## src/rtl/pipeline_hazard_ctrl.sv

```systemverilog
// Hazard/sequencing control for the three-stage fetch/execute/writeback pipeline:
// RAW forwarding selects, load-use stalls, taken-branch flushes and debug event counters.
module pipeline_hazard_ctrl #(
  parameter int unsigned REG_BITS     = 5,
  parameter int unsigned ZERO_REG     = 31,
  parameter int unsigned STALL_CYCLES = 1,
  parameter int unsigned FLUSH_CYCLES = 2,
  parameter int unsigned CNT_W        = 16
) (
  input  logic                clk,
  input  logic                Reset,
  input  logic                ex_valid,
  input  logic [REG_BITS-1:0] ex_rs1,
  input  logic [REG_BITS-1:0] ex_rs2,
  input  logic                ex_use_rs1,
  input  logic                ex_use_rs2,
  input  logic                wb_valid,
  input  logic [REG_BITS-1:0] wb_rd,
  input  logic                wb_regwrite,
  input  logic                wb_is_load,
  input  logic                wb_br_taken,
  output logic                pc_hold,
  output logic                pc_load,
  output logic                ex_hold,
  output logic                ex_bubble,
  output logic                wb_bubble,
  output logic                fwd_a,
  output logic                fwd_b,
  output logic                busy,
  output logic [CNT_W-1:0]    stall_count,
  output logic [CNT_W-1:0]    flush_count
);

  localparam int unsigned MaxCyc  = (STALL_CYCLES > FLUSH_CYCLES) ? STALL_CYCLES : FLUSH_CYCLES;
  localparam int unsigned CntBits = (MaxCyc > 1) ? $clog2(MaxCyc) : 1;

  localparam logic [CntBits-1:0] StallInit = CntBits'(STALL_CYCLES - 1);
  localparam logic [CntBits-1:0] FlushInit = CntBits'(FLUSH_CYCLES - 1);

  localparam logic [1:0] StRun   = 2'd0;
  localparam logic [1:0] StStall = 2'd1;
  localparam logic [1:0] StFlush = 2'd2;

  logic [1:0]         state_q, state_d;
  logic [CntBits-1:0] cnt_q, cnt_d;
  logic [CNT_W-1:0]   stall_cnt_q, stall_cnt_d;
  logic [CNT_W-1:0]   flush_cnt_q, flush_cnt_d;

  logic wb_w, hit_a, hit_b, ld_haz;

  assign wb_w   = wb_valid & wb_regwrite & (wb_rd != REG_BITS'(ZERO_REG));
  assign hit_a  = ex_valid & ex_use_rs1 & wb_w & (ex_rs1 == wb_rd);
  assign hit_b  = ex_valid & ex_use_rs2 & wb_w & (ex_rs2 == wb_rd);
  assign ld_haz = (hit_a | hit_b) & wb_is_load;

  assign busy        = (state_q != StRun);
  assign stall_count = stall_cnt_q;
  assign flush_count = flush_cnt_q;

  always_comb begin
    state_d     = state_q;
    cnt_d       = cnt_q;
    stall_cnt_d = stall_cnt_q;
    flush_cnt_d = flush_cnt_q;
    pc_hold     = 1'b0;
    pc_load     = 1'b0;
    ex_hold     = 1'b0;
    ex_bubble   = 1'b0;
    wb_bubble   = 1'b0;
    fwd_a       = 1'b0;
    fwd_b       = 1'b0;

    case (state_q)
      StRun: begin
        if (wb_br_taken) begin
          pc_load     = 1'b1;
          ex_bubble   = 1'b1;
          wb_bubble   = 1'b1;
          flush_cnt_d = (flush_cnt_q == '1) ? flush_cnt_q : flush_cnt_q + CNT_W'(1);
          cnt_d       = FlushInit;
          if (FLUSH_CYCLES > 1) state_d = StFlush;
        end else if (ld_haz) begin
          pc_hold     = 1'b1;
          ex_hold     = 1'b1;
          wb_bubble   = 1'b1;
          stall_cnt_d = (stall_cnt_q == '1) ? stall_cnt_q : stall_cnt_q + CNT_W'(1);
          cnt_d       = StallInit;
          if (STALL_CYCLES > 1) state_d = StStall;
        end else begin
          fwd_a = hit_a;
          fwd_b = hit_b;
        end
      end
      StStall: begin
        // The detecting RUN cycle is the first held cycle; cnt counts the rest.
        pc_hold   = 1'b1;
        ex_hold   = 1'b1;
        wb_bubble = 1'b1;
        if (cnt_q <= CntBits'(1)) begin
          state_d = StRun;
          cnt_d   = '0;
        end else begin
          cnt_d = cnt_q - CntBits'(1);
        end
      end
      StFlush: begin
        ex_bubble = 1'b1;
        if (cnt_q <= CntBits'(1)) begin
          state_d = StRun;
          cnt_d   = '0;
        end else begin
          cnt_d = cnt_q - CntBits'(1);
        end
      end
      default: begin
        state_d = StRun;
        cnt_d   = '0;
      end
    endcase

    if (!Reset) begin
      pc_hold   = 1'b0;
      pc_load   = 1'b0;
      ex_hold   = 1'b0;
      ex_bubble = 1'b0;
      wb_bubble = 1'b0;
      fwd_a     = 1'b0;
      fwd_b     = 1'b0;
    end
  end

  always_ff @(posedge clk) begin
    if (!Reset) begin
      state_q     <= StRun;
      cnt_q       <= '0;
      stall_cnt_q <= '0;
      flush_cnt_q <= '0;
    end else begin
      state_q     <= state_d;
      cnt_q       <= cnt_d;
      stall_cnt_q <= stall_cnt_d;
      flush_cnt_q <= flush_cnt_d;
    end
  end

endmodule

```

## config.mk

```make
export PLATFORM = sky130hd
export DESIGN_NAME = pipeline_hazard_ctrl
export DESIGN_NICKNAME = d
export VERILOG_FILES = /design/src/rtl/pipeline_hazard_ctrl.sv
export SDC_FILE = /design/constraint.sdc
export NUM_CORES = 1
export LEC_CHECK = 0
export CAP_MARGIN = 15
export CELL_PAD_IN_SITES_DETAIL_PLACEMENT = 0
export CELL_PAD_IN_SITES_GLOBAL_PLACEMENT = 1
export CORE_UTILIZATION = 35
export DETAILED_ROUTE_END_ITERATION = 8
export PLACE_DENSITY = 0.82
export SETUP_SLACK_MARGIN = 0.02
export SLEW_MARGIN = 25
export SYNTH_ARGS = -nofsm -noshare
export SYNTH_HDL_FRONTEND = slang
export SYNTH_SLANG_ARGS = --single-unit
```

## constraint.sdc

```tcl
create_clock -name clk -period 5.9 [get_ports clk]
set_input_delay 1.77 -clock clk [delete_from_list [all_inputs] [get_ports clk]]
set_output_delay 1.77 -clock clk [all_outputs]
set_load 0.05 [all_outputs]
```

======== Yosys cells after proc, flatten, opt, wreduce, memory -nomap -nowiden ========
Cells that the tools add are included.
storage, ports and cells
  flip-flop bits (word level) ............. 35
  input port bits ......................... 24
  output and inout port bits .............. 40
  word-level logic and storage cells ...... 64
cells by class
  add/sub/neg operators ................... 3
  order comparisons ....................... 1
  equal/unequal tests ..................... 10
  multiplexer cells ....................... 27
  bitwise gates (word level) .............. 13
  reductions and logical operators ........ 6
operators with widths
  cell                   number
  $add 16x1->16 const B  2
  $eq 16x16->1 const B   2
  $mux 1                 20
  $eq 5x5->1             2
  $and 1x1->1            9
  $pmux 1 s2             4
  $ne 5x5->1 const B     1
  $mux 2                 2
  $pmux 2 s2             1
  $reduce_and 4->1       1
  $ne 3x3->1 const B     1
  $not 1->1              3
  $reduce_and 3->1       1
  $eq 2x1->1 const B     1
  $eq 2x2->1 const B     1
  $logic_not 2->1        1
  $ne 2x1->1 const B     1
  $ne 2x2->1 const B     1
  $reduce_and 2->1       1
  $reduce_bool 2->1      1
  $reduce_or 2->1        1
  $le 1x1->1 const B     1
  $or 1x1->1             1
  $sub 1x1->1 const B    1

======== Depth between registers and ports, before layout ========
Gate-level depths: netlist of the first run.
  depth in word-level cells ............... 10
  gate-level depth with buffers ........... 7
  depth with buffers taken out ............ 7

======== Least setup slack after synthesis of the first run ========
OpenSTA, ideal clock, no wires.
  path kind ............................... input -> output
  start ................................... in wb_rd[3]
  end ..................................... out pc_hold
  data arrival time ....................... 4.149 ns
  required time ........................... 4.130 ns
  slack ................................... -0.019 ns
  stages on the path ...................... 7
  path buffers ............................ 2
  path through ............................ xor2_1 > nor4_2 > and3_1 > o21ai_2 > buf_2 > nor3_1 > buf_4
between the ends
  cells in the longest elaborated chain, start to end .. 10
  elaborated cells between the ends (all ways) .. 14
  those cells by class .................... eq/ne: 3; mux: 4; bitwise: 7
RTL lines
  item                                         RTL line  source
  from (decl)                                  18        input logic [REG_BITS-1:0] wb_rd,
  $ne 5x5->1                                   51        assign wb_w = wb_valid & wb_regwrite & (wb_rd != REG_BITS'(ZERO_REG));
  $and 1x1->1                                  51
  $and 1x1->1 (on tied branches) (2 in a row)  52, 53
  $or 1x1->1 (*)                               54        assign ld_haz = (hit_a | hit_b) & wb_is_load;
  $and 1x1->1 (*)                              54
  $mux 1 (*) (2 in a row)                      --
  $pmux 1 s2 (*)                               --
  $mux 1 (*)                                   --
  to (decl)                                    22        output logic pc_hold,
Mark *: on every way between the ends. The rest lies on a longest branch, timed or not.

======== Worst setup path after layout of the first run ========
  start ................................... in wb_rd[3]
  end ..................................... out wb_bubble
between the ends
  cells in the longest elaborated chain, start to end .. 10
  elaborated cells between the ends (all ways) .. 14
  those cells by class .................... eq/ne: 3; mux: 4; bitwise: 7
RTL lines
  item                                         RTL line  source
  $ne 5x5->1                                   51
  $and 1x1->1                                  51
  $and 1x1->1 (on tied branches) (2 in a row)  52, 53
  $or 1x1->1 (*)                               54
  $and 1x1->1 (*)                              54
  $mux 1 (*)                                   82        end else if (ld_haz) begin
  $mux 1 (*)                                   75        if (wb_br_taken) begin
  $pmux 1 s2 (*)                               73        case (state_q)
  $mux 1 (*)                                   121       if (!Reset) begin
  to (decl)                                    26        output logic wb_bubble,
Marks and branches as above.

==> impl_metrics.toml, run 1 <==
[status]
status = "finished, final reports clean"

[synthesis]
synth_top_family_by_area = "simple AND/OR/NAND/NOR gates"
yosysMostFrequentCell = "dfxtp_1"
syn_nets = 246
avgSynthCellArea_um2 = 8.309
ys_seq_area_share_pct = 36.14
synth-compound-area-share_pct = 10.61
yosys.area_share.xor_xnor_pct = 11.50
synthFlopType = "dfxtp_1"
yosysTopAreaCell = "dfxtp_1"
synth_edf_count = 0
synthTopCellsByArea = "dfxtp_1 (36%), xor2_1 (6.7%), xnor2_1 (4.8%)"
yosys.area_share.adder_pct = 1.369
synth_top_cell_area_share_pct = 36.14
syn_inst = 220
yosys_warnings = 0
async_flop_share_pct = 0
synth_mux_area_share_pct = 4.381
synth_seq_cells = 33
syn_area_um2 = 1828
synthTopCellsByCount = "dfxtp_1 (33), nor2_1 (22), nand2_1 (21), xor2_1 (14), nand3_1 (13)"
yosys.area_share.simple_pct = 33.26
synth_cell_types = 41

[worst_setup_path]
reg2reg_setup_slack_ps = 3900
rr_endpoint = "stall_count[14]$_SDFFE_PN0P_"
start_kind = "input port"
reg2reg_depth = 6
cp.required_ps = 4130
worst-path-max-fanout = 3
cp-end-kind = "output port"
worstSetupPathType = "input port to output port"
arrival_ps = 3750
r2r_start = "stall_count[3]$_SDFFE_PN0P_"

[finish]
num_antenna_cells = 0
nets = 313
drive_above_1_share_pct = 7.986
fill_cells = 470
fin_util_pct = 55.18
final_cells = 355
area_growth_pct = 47.30

[sta]
hold_viol_final = 0
drv_slew = 0
finClkSkew_ps = 5.681
fmaxAchievable_ghz = 0.1811
fin_crit_sh_pct = 93.58
tns_ps = 0
setup-violations-final = 0
slew_headroom_pct = 57.91
tightest_slew_ps = 627.1
rsz0062_at_grt = "false"
layout_min_cycle_time_ps = 5521

[cts]
cts_buffer_depth = 2
h-tree-depth = 2
clk_pin_slew_ps = 70
cts_root_buf = "clkbuf_8"
cts_tree = "done"
cts_made_buffers = 5
cts_resized = 0
post_cts_buffers = 0
cts_num_sinks = 33
clkLatencyLatePin_ps = 290
ctsHoldBuffers = 0

[global_routing]
antenna_found_initial = 0
grt_pass1_vias = 1725
grt-ovfl-total = 0
grtUsageMet3_pct = 3.930
grt_usage_pct = 18.03
grt_max_degree = 24
grt_pass1_wl_um = 7741
grt_util_met1_pct = 21.36
busiest_layer = "met2"
grtUsageMet2_pct = 31.82

[floorplan]
die-area_um2 = 5516
die_h_um = 74.27
num_rows = 25
core-area_um2 = 4880
die_x_um = 74.27
start_util_pct = 37.46
num_io_pins = 64

[routing]
avgRoutedWirePerCell_um = 13.20
vias = 1831
drtPass1Iterations = 4
routed_wl_um = 4685
avgViaCountPerCell = 5.158
drtIter0Drc = 75
ant_nets = 0
remaining_drc_errors = 0

[power]
p_sw_share_pct = 26.76
vdd_drop_max_mv = 0.1523
p_clk_share_pct = 36.8
power_frac_comb_pct = 13.8
p_int_mw = 0.3362
p_leak_nw = 0.9471
powerDensity_nw_per_um2 = 170.5
pwr-share-seq_pct = 49.4
power.switching_mw = 0.1228

[placed_design]
place_inst = 347
routabilityCongestion = 0.7774
dpl.hpwl_um = 3453
portBuffers = 63

[hold_path]
hp-class = "flip-flop to flip-flop"
holdCritStartpoint = "stall_count[15]$_SDFFE_PN0P_"
worstHoldEndpoint = "stall_count[15]$_SDFFE_PN0P_"
holdPathStages = 2

[flow_run]
max-cap-violations = 0
[through the flow]
step	power, mW	setup slack (ps)	hold WS (ps)	area [µm²]
final	0.4590	378.8	496.7	2693
after global routing	0.4801	192.4	533.4	2693
after CTS	0.4645	356.5	497.4	2693
after detailed placement	0.2954	363.9	484.9	2606
after global placement	0.2952	410.4	472.3	2606
after floorplan	0.2624	100.1	686.0	1833
[kinds of logic (layout without fill, tap and decap cells)]
logic type | Yosys count | in the layout
AO/OA/AOI/OAI | 28 | 28
XOR/XNOR | 24 | 24
adder cells (fa/ha/maj) | 2 | 2
buffers and inverters | 12 | 80
flip-flops | 33 | 33
multiplexers | 8 | 8
AND/OR/NAND/NOR | 113 | 113
[sequential cells by signal, indices dropped and copies added (netlist names)]
name and count:
flush_count 16, stall_count 16, state_q 1
[routing by layer]
metal,up-vias,part of all wire (%)
met5,-,0
met4,0,1.2
met3,4,6.8
met2,55,46
met1,850,46
li1,922,-
[placed cells by master, fill, tap and decap left out, types with 3 or more instances in the layout]
| master | count |
|---|---|
| buf_4 | 4 |
| inv_1 | 5 |
| nand3_1 | 13 |
| nor2_1 | 22 |
| nand2b_1 | 8 |
| nor3_1 | 6 |
| xor2_1 | 14 |
| o21ai_0 | 3 |
| o21a_1 | 3 |
| nor4b_1 | 3 |
| a21oi_1 | 7 |
| nand2_1 | 21 |
| and4_1 | 3 |
| buf_12 | 6 |
| dfxtp_1 | 33 |
| o31a_1 | 3 |
| and2_1 | 3 |
| clkdlybuf4s50_1 | 57 |
| xnor2_1 | 10 |
| and3_1 | 9 |
| mux2i_1 | 8 |
| nor4_1 | 4 |
| clkbuf_8 | 5 |
| nand4_1 | 12 |
[worst max-delay path, cell delays in order]
cell,delay [ps]
clkdlybuf4s50_1,480
xor2_1,200
nor4_2,320
nand4_1,190
a21oi_1,250
nor2_1,70
nor3_1,280
buf_12,190
[area by class of cell]
cell class                      instances  area, µm²  share of cell area (%)
Inverter                                5      18.77                  0.6970
Multi-Input combinational cell        175       1122                   41.68
Clock buffer                            5      68.82                   2.556
Tap cell                               67      83.83                   3.113
Sequential cell                        33      660.6                   24.54
Clock inverter                          3      17.52                  0.6506
Timing Repair Buffer                   67      720.7                   26.77
[worst max path at each step]
stage | startpoint | end | slack (ps) | cells after the start
floorplan | wb_rd[3] | fwd_b | 100 | 4
global placement | wb_rd[3] | wb_bubble | 410 | 8
detailed placement | wb_rd[3] | wb_bubble | 360 | 8
CTS | wb_rd[3] | wb_bubble | 360 | 8
global route | wb_rd[3] | wb_bubble | 190 | 8
finish | wb_rd[3] | wb_bubble | 380 | 8
[power groups by stage]
stage	Combinational [mW]	Clock [mW]	Sequential, mW
floorplan	0.0247	0	0.238
global placement	0.0632	0	0.232
detailed placement	0.0636	0	0.232
CTS	0.0639	0.174	0.227
global route	0.0691	0.184	0.227
finish	0.0633	0.169	0.227
Power figures use the tool's default switching activity.
==> run 2, diff against run 1 <==
- PLACE_DENSITY: 0.82 -> default
- PLACE_DENSITY_LB_ADDON: default -> 0.1
- SLEW_MARGIN: 25 -> default
==> run 2 against run 1 <==
  * Non-clock buffer count unchanged
  * Die area unchanged
  * Sequential cell count unchanged
  * Global-route usage down 0.10 points
  * Total power up 4.5%
  * First-iteration DRC count up 31%
  * Combinational power about the same
  * Via count down 0.66%
  * Count of clock-buffer cells in the layout up 2
  * Clock skew down 1.8 ps
  * Final cell count unchanged
  * Largest power group unchanged
==> impl_metrics.toml, run 2 (same netlist as run 1, synthesis figures left out) <==
[finish]
final-seq-area_um2 = 660.6
fin_area_um2 = 2708
drive_above_1_share_pct = 7.986
multiInputGateArea_um2 = 1122
fin_util_pct = 55.49
final_cells = 355
fill_cells = 482
num_antenna_cells = 0
area_growth_pct = 48.12
final_cell_mix = "clkdlybuf4s50_1 (57), dfxtp_1 (33), nor2_1 (22)"
nets = 313
final_common_cell = "clkdlybuf4s50_1"

[sta]
setup-violations-final = 0
finClkSkew_ps = 3.880
layout_min_cycle_time_ps = 5602
drv_slew = 0
fin_hold_ws_ps = 496.5
fmaxAchievable_ghz = 0.1785
slew_headroom_pct = 60.22
rsz0062_at_grt = "false"
fin_crit_sh_pct = 94.94
setup_ws_ps = 298.5
hold_viol_final = 0
tns_ps = 0
tightest_slew_ps = 592.7

[global_routing]
grtUsageMet2_pct = 27.07
grt_max_degree = 19
grt_usage_pct = 17.93
grt_pass1_vias = 1534
grt_pass1_wl_um = 7479
grtUsageMet3_pct = 5.149
antenna_found_initial = 0
busiest_layer = "met2"
grt-ovfl-total = 0
grt_util_met1_pct = 24.71

[cts]
cts_root_buf = "clkbuf_8"
cts_tree = "done"
post_cts_buffers = 0
cts_num_sinks = 33
cts_buffer_depth = 2
clkLatencyLatePin_ps = 280
h-tree-depth = 2
cts_resized = 0
clk_pin_slew_ps = 70
cts_made_buffers = 5
ctsHoldBuffers = 0

[routing]
routed_wl_um = 4833
ant_nets = 0
avgViaCountPerCell = 5.124
vias = 1819
avgRoutedWirePerCell_um = 13.61
remaining_drc_errors = 0
drtPass1Iterations = 4
drtIter0Drc = 98

[worst_setup_path]
start_kind = "input port"
critical_path.top_delay_family = "simple AND/OR/NAND/NOR gates"
reg2reg_setup_slack_ps = 3910
worstSetupPathType = "input port to output port"
cp.required_ps = 4130
arrival_ps = 3830
max_stage_delay_ps = 470
r2r_start = "stall_count[3]$_SDFFE_PN0P_"
reg2reg_depth = 6
cp-end-kind = "output port"
slowest_stage = "clkdlybuf4s50_1"
crit_chain = "clkdlybuf4s50_1 -> xor2_1 -> nor4_2 -> nand4_1 -> a21oi_1 -> nor2_1 -> nor3_1 -> buf_12"
worst-path-max-fanout = 3
rr_endpoint = "stall_count[15]$_SDFFE_PN0P_"
crit_buf_inv = 2

[floorplan]
die_x_um = 74.27
die_h_um = 74.27
core-area_um2 = 4880
num_io_pins = 64
die-area_um2 = 5516
num_rows = 25
start_util_pct = 37.46

[power]
p_leak_nw = 0.9575
p_clk_share_pct = 39.5
vdd_drop_max_mv = 0.1177
power_frac_comb_pct = 13.2
powerDensity_nw_per_um2 = 177.1
power.switching_mw = 0.1194
pwr-share-seq_pct = 47.3
total_power_mw = 0.4796
p_sw_share_pct = 24.89
p_int_mw = 0.3602

[hold_path]
holdPathStages = 2
hp-class = "flip-flop to flip-flop"
worstHoldEndpoint = "stall_count[15]$_SDFFE_PN0P_"
holdCritStartpoint = "stall_count[15]$_SDFFE_PN0P_"

[placed_design]
routabilityCongestion = 0.8033
dpl.hpwl_um = 3685
placed_area_um2 = 2606
place_inst = 347
portBuffers = 63
place_ws_ps = 294.0

[flow_run]
max-cap-violations = 0

[status]
status = "finished, final reports clean"
==> run 2: changes by cell type in the layout (fill, tap and decap cells not counted), sizes merged <==
cell and change:
clkbuf +2, clkinv -1, clkinvlp -1
==> run 2: power by group through the flow <==
| stage | Clock (mW) | Sequential [mW] | Combinational [mW] |
|---|---|---|---|
| finish | 0.189 | 0.227 | 0.0634 |
| global route | 0.204 | 0.227 | 0.0680 |
| CTS | 0.195 | 0.227 | 0.0640 |
| detailed placement | 0 | 0.232 | 0.0633 |
| global placement | 0 | 0.232 | 0.0635 |
| floorplan | 0 | 0.238 | 0.0247 |
==> run 2: worst max path at each step <==
stage,startpoint,to,slack [ps],depth (start not counted)
finish,wb_rd[4],wb_bubble,300,8
global route,wb_rd[4],wb_bubble,140,8
CTS,wb_rd[4],wb_bubble,280,8
detailed placement,wb_rd[4],wb_bubble,290,8
global placement,wb_rd[4],wb_bubble,310,8
floorplan,wb_rd[3],fwd_b,100,4
==> run 2: final cells by class <==
class	instances	area share, %
Clock buffer	7	3.558
Clock inverter	1	0.1848
Inverter	5	0.6932
Multi-Input combinational cell	175	41.45
Sequential cell	33	24.40
Tap cell	67	3.096
Timing Repair Buffer	67	26.62
==> run 2: layer usage <==
metal | vias to the layer above | wire [µm]
met5 | - | 0
met4 | 0 | 44
met3 | 4 | 407
met2 | 65 | 2079
met1 | 825 | 2302
li1 | 925 | -
==> run 2: worst reg2reg max path, stage by stage, from the launching register on <==
cell and delay [ps]:
dfxtp_1 420, and4_1 320, nand2_1 100, nor2_1 200, and3_1 240, nor4b_1 420
mux2i_1 230
